==> src/rtl/operador.sv <==
// Registered two-operand ALU slice: ADD/SUB/AND/OR with zero, carry and
// overflow flags, all available one clock after the operands.
module operador #(
  parameter int NB_DATA = 16
) (
  input  logic               i_clk,
  input  logic               i_rst,
  input  logic [NB_DATA-1:0] i_dataA,
  input  logic [NB_DATA-1:0] i_dataB,
  input  logic [1:0]         i_sel,
  output logic [NB_DATA-1:0] o_dataC,
  output logic               o_zero,
  output logic               o_carry,
  output logic               o_overflow
);

  localparam logic [1:0] SEL_ADD = 2'b00;
  localparam logic [1:0] SEL_SUB = 2'b01;
  localparam logic [1:0] SEL_AND = 2'b10;
  localparam logic [1:0] SEL_OR  = 2'b11;

  logic [NB_DATA:0]   w_sum;
  logic [NB_DATA:0]   w_diff;
  logic [NB_DATA-1:0] w_res;
  logic               w_carry;
  logic               w_ovf;
  logic               w_msb_a;
  logic               w_msb_b;

  assign w_sum   = {1'b0, i_dataA} + {1'b0, i_dataB};
  // Extended-width subtraction: the top bit is the unsigned borrow (A < B).
  assign w_diff  = {1'b0, i_dataA} - {1'b0, i_dataB};
  assign w_msb_a = i_dataA[NB_DATA-1];
  assign w_msb_b = i_dataB[NB_DATA-1];

  always_comb begin
    w_res   = '0;
    w_carry = 1'b0;
    w_ovf   = 1'b0;
    unique case (i_sel)
      SEL_ADD: begin
        w_res   = w_sum[NB_DATA-1:0];
        w_carry = w_sum[NB_DATA];
        w_ovf   = (w_msb_a == w_msb_b) &&
                  (w_sum[NB_DATA-1] != w_msb_a);
      end
      SEL_SUB: begin
        w_res   = w_diff[NB_DATA-1:0];
        w_carry = w_diff[NB_DATA];
        w_ovf   = (w_msb_a != w_msb_b) &&
                  (w_diff[NB_DATA-1] != w_msb_a);
      end
      SEL_AND: w_res = i_dataA & i_dataB;
      SEL_OR:  w_res = i_dataA | i_dataB;
      default: w_res = '0;
    endcase
  end

  logic [NB_DATA-1:0] r_dataC;
  logic               r_zero;
  logic               r_carry;
  logic               r_ovf;

  always_ff @(posedge i_clk or posedge i_rst) begin
    if (i_rst) begin
      r_dataC <= '0;
      r_zero  <= 1'b0;
      r_carry <= 1'b0;
      r_ovf   <= 1'b0;
    end else begin
      r_dataC <= w_res;
      r_zero  <= (w_res == '0);
      r_carry <= w_carry;
      r_ovf   <= w_ovf;
    end
  end

  assign o_dataC    = r_dataC;
  assign o_zero     = r_zero;
  assign o_carry    = r_carry;
  assign o_overflow = r_ovf;

endmodule

==> config.mk <==
export PLATFORM = sky130hd
export DESIGN_NAME = operador
export DESIGN_NICKNAME = d
export VERILOG_FILES = /design/src/rtl/operador.sv
export SDC_FILE = /design/constraint.sdc
export NUM_CORES = 1
export LEC_CHECK = 0
export ABC_AREA = 1
export BUFFER_PORTS_ARGS = -buffer_cell sky130_fd_sc_hd__buf_2
export CAP_MARGIN = 30
export CORE_UTILIZATION = 30
export CTS_CLUSTER_DIAMETER = 50
export DETAILED_ROUTE_END_ITERATION = 8
export GPL_TIMING_DRIVEN = 0
export SYNTH_ARGS = -nofsm -noshare
export SYNTH_HDL_FRONTEND = slang
export SYNTH_SLANG_ARGS = --single-unit
==> constraint.sdc <==
create_clock -name i_clk -period 0.8 [get_ports i_clk]
set_clock_uncertainty 0.1 [all_clocks]
set_input_delay 0 -clock i_clk [delete_from_list [all_inputs] [get_ports i_clk]]
set_output_delay 0 -clock i_clk [all_outputs]
set_load 0.01 [all_outputs]
==> results by group, run 1 <==
Detailed routing
  – First-pass detailed-route iteration total: 4
  – Vias per inst: ~4.8
  – ANT nets after route: 0
  – Routed len/inst: ~13 um
  – Routed WL: 9748 um
  – Via count: approximately 3.7k
  – # DRC: 0
  – Initial drt markers: ~170

Floorplanning
  – Die X: 105.9 um
  – Core Area: around 10,000 sq um
  – Die H: 105.9 um
  – Rows: 37
  – Ports: between 50 and 60
  – Starting density of the core: 31.11%
  – Die ar.: 11,220 sq um

Clock tree
  – TritonCTS Buffers: 3
  – Clk sinks: 19
  – H-Tree Depth: 1
  – Maximum clock path buffer count: 2
  – Clock-pin slew on the worst setup and hold paths: about 0.060 ns
  – Root buf cell: clkbuf_8
  – CTS tree: yes

Timing
  – Relative slew slack: approximately three fifths
  – Final WS setup: -0.8764 ns
  – Slew @ Worst Pin: roughly 0.63 ns
  – RSZ-0062 raised after global routing: true
  – Fin. max-slew vios: 0
  – Setup violations, final: 37
  – Hold WS: -0.2728 ns
  – Fmax: 0.5965 GHz
  – Period utilization: 209.5%
  – Post-route minimum period: 1.676 ns
  – Final hold vios: 19
  – Setup TNS: -10.94 ns

Status
  – Status: finished, violations left
  – Failing checks: hold timing, setup timing

Logic synthesis
  – Simple-gate share of the synthesized area: 36.10%
  – Synth Area in Compound Gates: 12.28%
  – Number of synthesized flops with an enable pin: 0
  – Primary FF master, synth: dfrtp_1
  – Post-synth ARST share: between 90% and 100%
  – Synth Area in XOR/XNOR: less than 1%
  – Cell taking the most area after synthesis: ha_1
  – Seq/Total Area, Yosys: between 10% and 20%
  – Syn nets: between 600 and 700
  – Commonest cells post-synth: nand2_1 (129), inv_1 (109), nand3_1 (60)
  – Synth Register Bits: 19
  – Avg Inst Size Synth: 6.103 sq um
  – Synth top area share: between 10% and 20%
  – Most frequent cell after synthesis: nand2_1
  – Post-Syn Instances: 531
  – Combinational family with the most area after synthesis: simple AND/OR/NAND/NOR gates
  – Post-synthesis adder-cell area fraction: 20.15%
  – Largest cells by area after synthesis: ha_1 (19%), nand2_1 (15%), dfrtp_1 (15%)
  – Post-Syn Area: 3241 sq um
  – Yosys cell types: 37
  – Synth warn: 0
  – Fraction of synthesized area in multiplexers: 0%

Global route
  – Overflow after GRT: 0
  – Vias in the first global route: ~3.4k
  – Initial antenna violation count: 0
  – GRT Total Usage: 16.63%
  – Routing usage on met1: 21.99%
  – First-pass GRT wire length: approximately 15,000 um
  – Met3 global-route usage: less than 1%
  – Met2 Usage GRT: 29.60%
  – Largest net degree at the start of global routing: 20
  – Busiest grt layer: met2

Worst hold path
  – Worst Hold Class: input port to async pin

Final layout
  – Utilization after layout: 49.95%
  – Layout cells sized above 1: a little over 50%
  – Synth-to-Final Area Change: 60.54%
  – Non-filler cells, final: around 760
  – Layout Nets: 715
  – Design area: around 5200 sq um
  – Ant diodes: 0

Power and ir drop
  – Combinational Power Share: between 60% and 70%
  – Clock power share: approximately 12%
  – Total power: around 5.2 mW
  – Sequential power share: between 20% and 30%
  – PwrDens: 1005 nW/um^2
  – Switching power: 2.295 mW
  – LEAKAGE: 2.568 nW
  – Int Power: roughly 2.9 mW
  – Net Sw Frac: approximately 44%
  – Peak VDD IR: about 0.00065 V

Setup path
  – Nature of the critical path endpoint: flip-flop
  – Setup CP Type: input port to flip-flop
  – CP Max Fanout: 5
  – CP startpoint kind: input port
  – Crit path required time: 0.88 ns
  – CP arrival: about 1.8 ns

Placed design
  – Gp weighted congestion: roughly 0.86
  – Detailed Place HPWL: between 7000 and 8000 um
  – Cell total after placement: between 700 and 800
  – Buffers on Ports: 54
  – Placed Area: approximately 4000 sq um

Run
  – MaxCap Viol Count: 0
flip-flops by register name, indices dropped and copies added (netlist names):
register	cells
o_dataC	16
o_overflow	1
o_carry	1
o_zero	1
cell type report:
class / instances / area (sq um)
tap: 136 / 170.2
buffer: 8 / 67.56
clock buffer: 4 / 45.04
fill: 1024 / 5214
multi-input combinational: 381 / 3159
inverter: 116 / 491.7
sequential: 19 / 475.5
timing repair buffer: 99 / 793.3
worst max-delay path: stages:
cell     delay, ns
buf_12        0.11
inv_12        0.04
ha_4          0.12
inv_4         0.03
fa_2          0.36
nand2_4       0.10
nand2_8       0.07
nand2_2       0.06
nand2_1       0.05
nand3_1       0.06
nand2_1       0.06
nand2_2       0.09
nand3_1       0.10
nor2_2        0.13
nand4_1       0.11
nor2_1        0.10
nand2_1       0.06
nor2_1        0.08
kinds of logic (layout without fill, tap and decap cells):
family / after synthesis / count (layout)
xor gates and xnor gates: 1 / 1
buffers and inverters: 131 / 227
and+or+nand+nor: 262 / 262
DFF: 19 / 19
adders and majority gates: 51 / 51
AOI/OAI and AO/OA: 67 / 67
stage by stage:
stage	hold slack [ns]	setup WS, ns
floorplan	-0.1489	-0.8146
global placement	0.01007	-1.348
detailed placement	0.01484	-1.341
CTS	-0.2504	-0.8637
global route	-0.2096	-1.055
finish	-0.2728	-0.8764
timing repair:
item	CTS	global route
pin swaps	39	62
hold endpoints to repair	19	19
cloned	0	1
gates resized for setup	122	111
endpoints found under the setup margin	38	38
setup buffers	16	28
power by group through the flow:
stage | clock (mW) | sequential (mW) | combinational [mW]
finish | 0.601 | 1.10 | 3.52
global route | 0.658 | 1.12 | 3.83
CTS | 0.630 | 1.10 | 2.87
detailed placement | 0 | 1.12 | 2.43
global placement | 0 | 1.12 | 2.39
floorplan | 0 | 1.20 | 1.68
worst max-delay path by stage:
stage               startpoint     end  slack [ns]  cells after the start
floorplan           i_dataA[0]  o_zero       -0.81                     16
global placement    i_dataA[0]  o_zero       -1.35                     15
detailed placement  i_dataA[0]  o_zero       -1.34                     15
CTS                 i_dataB[1]  o_zero       -0.86                     16
global route        i_dataA[0]  o_zero       -1.05                     18
finish              i_dataA[0]  o_zero       -0.88                     18
metal layers:
metal / part of all wire, % / vias to the layer above
li1: - / 1847
met5: 0 / -
met4: 1.1 / 0
met3: 4.2 / 12
met1: 45 / 1717
met2: 49 / 85
cells in the final DEF (no fill, tap or decap), drive strengths merged:
master / n
nand2: 139
inv: 115
buf: 106
nand3: 63
ha: 49
nor2: 46
a21oi: 32
o21ai: 24
dfrtp: 19
nand4: 6
clkbuf: 5
a221oi: 2
o22ai: 2
or2: 2
nand3b: 2
a211oi: 2
fa: 2
a21boi: 2
nor3: 2
clkinvlp: 1
o21bai: 1
o2111ai: 1
o211ai: 1
nor4: 1
and3: 1
xor2: 1
Note: power is estimated with default switching activity, not from simulation.
==> inputs of run 2 (changes only) <==
- BUFFER_PORTS_ARGS: -buffer_cell sky130_fd_sc_hd__buf_2 -> -buffer_cell sky130_fd_sc_hd__clkbuf_2
==> results by group, run 2 (synthesized netlist as in run 1, its figures left out) <==
Clock tree
  – Maximum clock path buffer count: 2 (unchanged)
  – TritonCTS Buffers: 3 (unchanged)
  – Root buf cell: clkbuf_8 (unchanged)
  – H-Tree Depth: 1 (unchanged)
  – Clock-pin slew on the worst setup and hold paths: 0.06 ns (about the same)
  – Clk sinks: 19 (unchanged)
  – CTS tree: yes (unchanged)

Setup path
  – CP cell instances: clkbuf_16 > inv_12 > ha_4 > inv_4 > fa_2 > nand2_4 > nand2_4 > nand3_4 > nand2_4 > nand3_4 > nand2_2 > nand2_2 > nand2_1 > nand2_1 > nand3_1 > nand2_1 > nor2_2 > nand2_1 > nor2_1 (was buf_12 > inv_12 > ha_4 > inv_4 > fa_2 > nand2_4 > nand2_8 > nand2_2 > nand2_1 > nand3_1 > nand2_1 > nand2_2 > nand3_1 > nor2_2 > nand4_1 > nor2_1 > nand2_1 > nor2_1)
  – CP startpoint kind: input port (unchanged)
  – Worst setup path start: i_dataA[0] (unchanged)
  – Crit-path slowest cell: fa_2 (unchanged)
  – Most used cell along the critical path: nand2_1 (unchanged)
  – Nature of the critical path endpoint: flip-flop (unchanged)
  – CP arrival: 1.72 ns (was 1.75 ns)
  – Setup CP Type: input port to flip-flop (unchanged)
  – Max stage delay on crit path: 0.37 ns (was 0.36 ns)
  – Crit path required time: 0.84 ns (was 0.88 ns)
  – CP Max Fanout: 5 (unchanged)

Timing
  – Fin. max-slew vios: 0 (unchanged)
  – Final WS setup: -0.8867 ns (was -0.8764 ns)
  – Period utilization: 210.8% (was 209.5%)
  – Fmax: 0.5929 GHz (was 0.5965 GHz)
  – Post-route minimum period: 1.687 ns (was 1.676 ns)
  – Hold WS: -0.2830 ns (was -0.2728 ns)
  – Setup violations, final: 38 (was 37)
  – Slew @ Worst Pin: 0.6338 ns (was 0.6255 ns)
  – RSZ-0062 raised after global routing: true (unchanged)
  – Final hold vios: 19 (unchanged)
  – Relative slew slack: 57.70% (was 58.25%)

Placed design
  – Placed Area: 3998 sq um (unchanged)
  – Gp weighted congestion: 0.8514 (was 0.8564)
  – Detailed Place HPWL: 7483 um (was 7389 um)
  – Place WS: -1.378 ns (was -1.341 ns)
  – Buffers on Ports: 54 (unchanged)
  – Cell total after placement: 721 (unchanged)

Detailed routing
  – # DRC: 0 (unchanged)
  – Initial drt markers: 168 (was 171)
  – ANT nets after route: 0 (unchanged)
  – First-pass detailed-route iteration total: 4 (unchanged)
  – Routed WL: 9727 um (was 9748 um)
  – Vias per inst: 4.781 (was 4.798)
  – Routed len/inst: 12.90 um (was 12.78 um)
  – Via count: 3,605 (was 3,661)

Final layout
  – Layout Nets: 706 (was 715)
  – Max reg flops: 16 (unchanged)
  – Synth-to-Final Area Change: 50.08% (was 60.54%)
  – Ant diodes: 0 (unchanged)
  – Commonest non-fill, non-tap cell in the layout: nand2_1 (unchanged)
  – Design area: 4863 sq um (was 5202 sq um)
  – Commonest cells after routing, fill and taps aside: nand2_1 (95), inv_1 (73), clkbuf_2 (45), nand3_1 (36) (was nand2_1 (83), inv_1 (72), nand2_2 (38), buf_4 (37), buf_2 (37))
  – Layout cells sized above 1: 46.44% (was 51.04%)
  – FILL cells: 1,067 (was 1,024)
  – Non-filler cells, final: 754 (was 763)

Worst hold path
  – Worst Hold Class: input port to async pin (unchanged)

Global route
  – First-pass GRT wire length: 15,660 um (was 15,250 um)
  – Largest net degree at the start of global routing: 20 (unchanged)
  – Initial antenna violation count: 0 (unchanged)
  – GRT Total Usage: 16.95% (was 16.63%)
  – Overflow after GRT: 0 (unchanged)
  – Vias in the first global route: 3,423 (was 3,364)

Status
  – Failing checks: hold timing, setup timing (unchanged)
  – Status: finished, violations left (unchanged)

Floorplanning
  – Die H: 105.9 um (unchanged)
  – Rows: 37 (unchanged)
  – Die ar.: 11,220 sq um (unchanged)
  – Core Area: 10,420 sq um (unchanged)
  – Ports: 55 (unchanged)
  – Die X: 105.9 um (unchanged)
  – Starting density of the core: 31.11% (unchanged)

Power and ir drop
  – Peak VDD IR: 0.0006711 V (was 0.0006506 V)
  – PwrDens: 1012 nW/um^2 (was 1005 nW/um^2)
  – LEAKAGE: 2.473 nW (was 2.568 nW)

Run
  – MaxCap Viol Count: 0 (unchanged)
run 2: layout make-up:
class	instances	area (sq um)	area share, %
well taps	136	170.2	3.499
flip-flops and latches	19	475.5	9.776
inverters	116	479.2	9.853
clock buffers	4	45.04	0.9262
plain buffers	12	110.1	2.264
repair buffers	86	620.6	12.76
multi-input cells	381	2963	60.92
run 2: what timing repair did:
action,4_1_cts,5_1_grt
endpoints found under the hold margin,19,19
endpoints found under the setup margin,38,38
pin swaps,50,27
setup buffers,19,14
gates resized for setup,100,66
run 2: worst max-delay path, delay by kind of cell:
family,cells,cell delay [ns]
AND/OR/NAND/NOR,14,1.02
adder cells (fa/ha/maj),2,0.50
buffers and inverters,3,0.22
run 2: worst paths after layout:
check	endpoint	slack, ns	cells after the start
worst max-delay path	o_zero	-0.89	19
worst min-delay path	o_dataC[6]	-0.28	2
min in group i_clk	o_overflow	0.05	3
max in group asynchronous	o_dataC[14]	0.48	2
run 2: per-layer routing:
metal / share of wire, % / GRT usage, % / wire, um
met5: 0 / 0 / 0
met1: 46 / 22.81 / 4476
met4: 0.28 / 2.579 / 27
met2: 49 / 30.58 / 4798
met3: 4.3 / 0.5518 / 423
run 2: through the flow:
| stage | TNS (ns) | power, mW | hold WS, ns | utilization [%] |
|---|---|---|---|---|
| 6_report | -11.14 | 4.923 | -0.2830 | 46.69 |
| 5_1_grt | -13.18 | 5.291 | -0.2148 | 46.69 |
| 4_1_cts | -10.79 | 4.586 | -0.2627 | 43.65 |
| 3_5_place_dp | -17.84 | 3.558 | -0.001624 | 38.38 |
| 3_3_place_gp | -17.60 | 3.516 | -0.005717 | 38.38 |
| 2_1_floorplan | -9.743 | 2.878 | -0.1489 | - |
run 2: where the power goes:
part / switching (mW) / total [mW] / internal [mW]
Combinational: 1.92 / 3.22 / 1.31
Sequential: 0.0272 / 1.11 / 1.08
Clock: 0.241 / 0.592 / 0.352
==> inputs of run 3 (changes only) <==
- SETUP_SLACK_MARGIN: default -> 0.3
==> results by group, run 3 (synthesized netlist as in run 1, its figures left out) <==
Global route
  – Overflow after GRT: 0 (unchanged)
  – GRT Total Usage: 16.87% (was 16.95%)
  – First-pass GRT wire length: 15,750 um (was 15,660 um)
  – Vias in the first global route: 3,498 (was 3,423)
  – Initial antenna violation count: 0 (unchanged)
  – Largest net degree at the start of global routing: 20 (unchanged)

Floorplanning
  – Die X: 105.9 um (unchanged)
  – Ports: 55 (unchanged)
  – Die H: 105.9 um (unchanged)
  – Die ar.: 11,220 sq um (unchanged)
  – Core Area: 10,420 sq um (unchanged)
  – Starting density of the core: 31.11% (unchanged)
  – Rows: 37 (unchanged)

Final layout
  – Commonest cells after routing, fill and taps aside: nand2_1 (89), inv_1 (69), clkbuf_2 (40), inv_2 (38), ha_1 (35) (was nand2_1 (95), inv_1 (73), clkbuf_2 (45), nand3_1 (36))
  – Non-filler cells, final: 751 (was 754)
  – Ant diodes: 0 (unchanged)
  – Commonest non-fill, non-tap cell in the layout: nand2_1 (unchanged)
  – Synth-to-Final Area Change: 53.24% (was 50.08%)
  – Layout cells sized above 1: 48.29% (was 46.44%)
  – Max reg flops: 16 (unchanged)
  – Layout Nets: 703 (was 706)

Setup path
  – Setup CP Type: input port to flip-flop (unchanged)
  – CP arrival: 1.78 ns (was 1.72 ns)
  – Nature of the critical path endpoint: flip-flop (unchanged)
  – Crit path required time: 0.88 ns (was 0.84 ns)
  – CP Max Fanout: 3 (was 5)
  – CP startpoint kind: input port (unchanged)

Status
  – Status: finished, violations left (unchanged)
  – Failing checks: hold timing, setup timing (unchanged)

Timing
  – Final hold vios: 19 (unchanged)
  – RSZ-0062 raised after global routing: true (unchanged)
  – Setup violations, final: 37 (was 38)
  – Relative slew slack: 68.22% (was 57.70%)
  – Fmax: 0.5870 GHz (was 0.5929 GHz)
  – Slew @ Worst Pin: 0.4724 ns (was 0.6338 ns)
  – Fin. max-slew vios: 0 (unchanged)
  – Hold WS: -0.3717 ns (was -0.2830 ns)
  – Setup TNS: -11.15 ns (was -11.14 ns)
  – Post-route minimum period: 1.703 ns (was 1.687 ns)
  – Period utilization: 212.9% (was 210.8%)
  – Final WS setup: -0.9035 ns (was -0.8867 ns)

Detailed routing
  – First-pass detailed-route iteration total: 5 (was 4)
  – Via count: 3,683 (was 3,605)
  – Routed len/inst: 13.13 um (was 12.90 um)
  – Vias per inst: 4.904 (was 4.781)
  – Routed WL: 9864 um (was 9727 um)
  – Initial drt markers: 267 (was 168)
  – # DRC: 0 (unchanged)
  – ANT nets after route: 0 (unchanged)

Clock tree
  – Clock-pin slew on the worst setup and hold paths: 0.06 ns (about the same)
  – Root buf cell: clkbuf_8 (unchanged)
  – CTS tree: yes (unchanged)
  – TritonCTS Buffers: 3 (unchanged)
  – Maximum clock path buffer count: 2 (unchanged)
  – Clk sinks: 19 (unchanged)
  – H-Tree Depth: 1 (unchanged)

Run
  – MaxCap Viol Count: 0 (unchanged)

Power and ir drop
  – PwrDens: 1008 nW/um^2 (was 1012 nW/um^2)
  – Peak VDD IR: 0.0006943 V (was 0.0006711 V)
  – LEAKAGE: 2.505 nW (was 2.473 nW)

Placed design
  – Buffers on Ports: 54 (unchanged)
  – Cell total after placement: 721 (unchanged)
  – Gp weighted congestion: 0.9082 (was 0.8514)
  – Detailed Place HPWL: 7534 um (was 7483 um)

Worst hold path
  – Worst Hold Class: input port to async pin (unchanged)
## run 3: cell count changes in the layout (fill, tap and decap cells not counted), moves of 2 or more
cell / before / now
buf_4: 28 / 23
buf_2: 5 / 7
inv_2: 35 / 38
nand3_1: 36 / 32
clkbuf_2: 45 / 40
nand2_4: 11 / 18
nand2_1: 95 / 89
nand3_2: 23 / 27
buf_6: 12 / 10
buf_12: 0 / 2
buf_8: 2 / 7
inv_1: 73 / 69
## run 3: what timing repair did
action                                  in CTS  in global routing
endpoints found under the setup margin      38                 56
hold endpoints to repair                    19                 19
pin swaps                                   46                 44
resized for setup                           99                 97
setup buffers                               15                 11
## run 3: stage by stage
stage	worst slack [ns]	total power, mW	instance area [sq um]	util [%]	hold slack, ns
finish	-0.9035	5.007	4966	47.68	-0.3717
global placement	-1.391	3.519	4023	38.62	-0.001030
floorplan	-0.8146	2.888	3582	-	-0.1489
CTS	-0.8914	4.615	4582	43.99	-0.2628
global route	-1.035	5.385	4966	47.68	-0.3441
detailed placement	-1.419	3.574	4023	38.62	0.003210
## run 3: layer usage
layer  part of all wire [%]  track usage, %  vias up
met3                    6.1           1.288       12
met2                     50           29.93      116
met5                      0               0        -
met1                     43           22.00     1730
met4                    1.2           4.365        0
li1                       -               -     1825
## run 3: how the worst max path moves through the flow
stage	endpoint	from	depth (start not counted)	slack (ns)
final	o_zero	i_dataA[0]	17	-0.90
after global routing	o_zero	i_dataA[0]	17	-1.04
after CTS	o_zero	i_dataA[0]	18	-0.89
after detailed placement	o_zero	i_dataB[0]	15	-1.42
after global placement	o_zero	i_dataB[0]	15	-1.39
after floorplan	o_zero	i_dataA[0]	17	-0.81
## run 3: cell type report
cell class              instances  area, sq um
flip-flops and latches         19        475.5
repair buffers                 80        598.1
fillers                      1016         5450
plain buffers                  15        166.4
inverters                     116        493.0
well taps                     136        170.2
multi-input cells             381         3018
clock buffers                   4        45.04
## run 3: critical path, cell delays in order
cell       delay, ns
clkbuf_16       0.12
ha_4            0.15
inv_4           0.03
fa_2            0.35
inv_2           0.07
nand3_2         0.08
nand2_4         0.10
nand2_4         0.06
nand2_4         0.08
nand3_1         0.09
nand3_1         0.11
nand3_2         0.11
nand2_4         0.11
nand2_1         0.05
nor2_1          0.09
nand2_1         0.06
nor2_1          0.09
## run 3: power breakdown
part	internal [mW]	leakage, nW	switching, mW
Combinational	1.33	2.25	1.96
Sequential	1.08	0.231	0.0280
Clock	0.352	0.0228	0.248
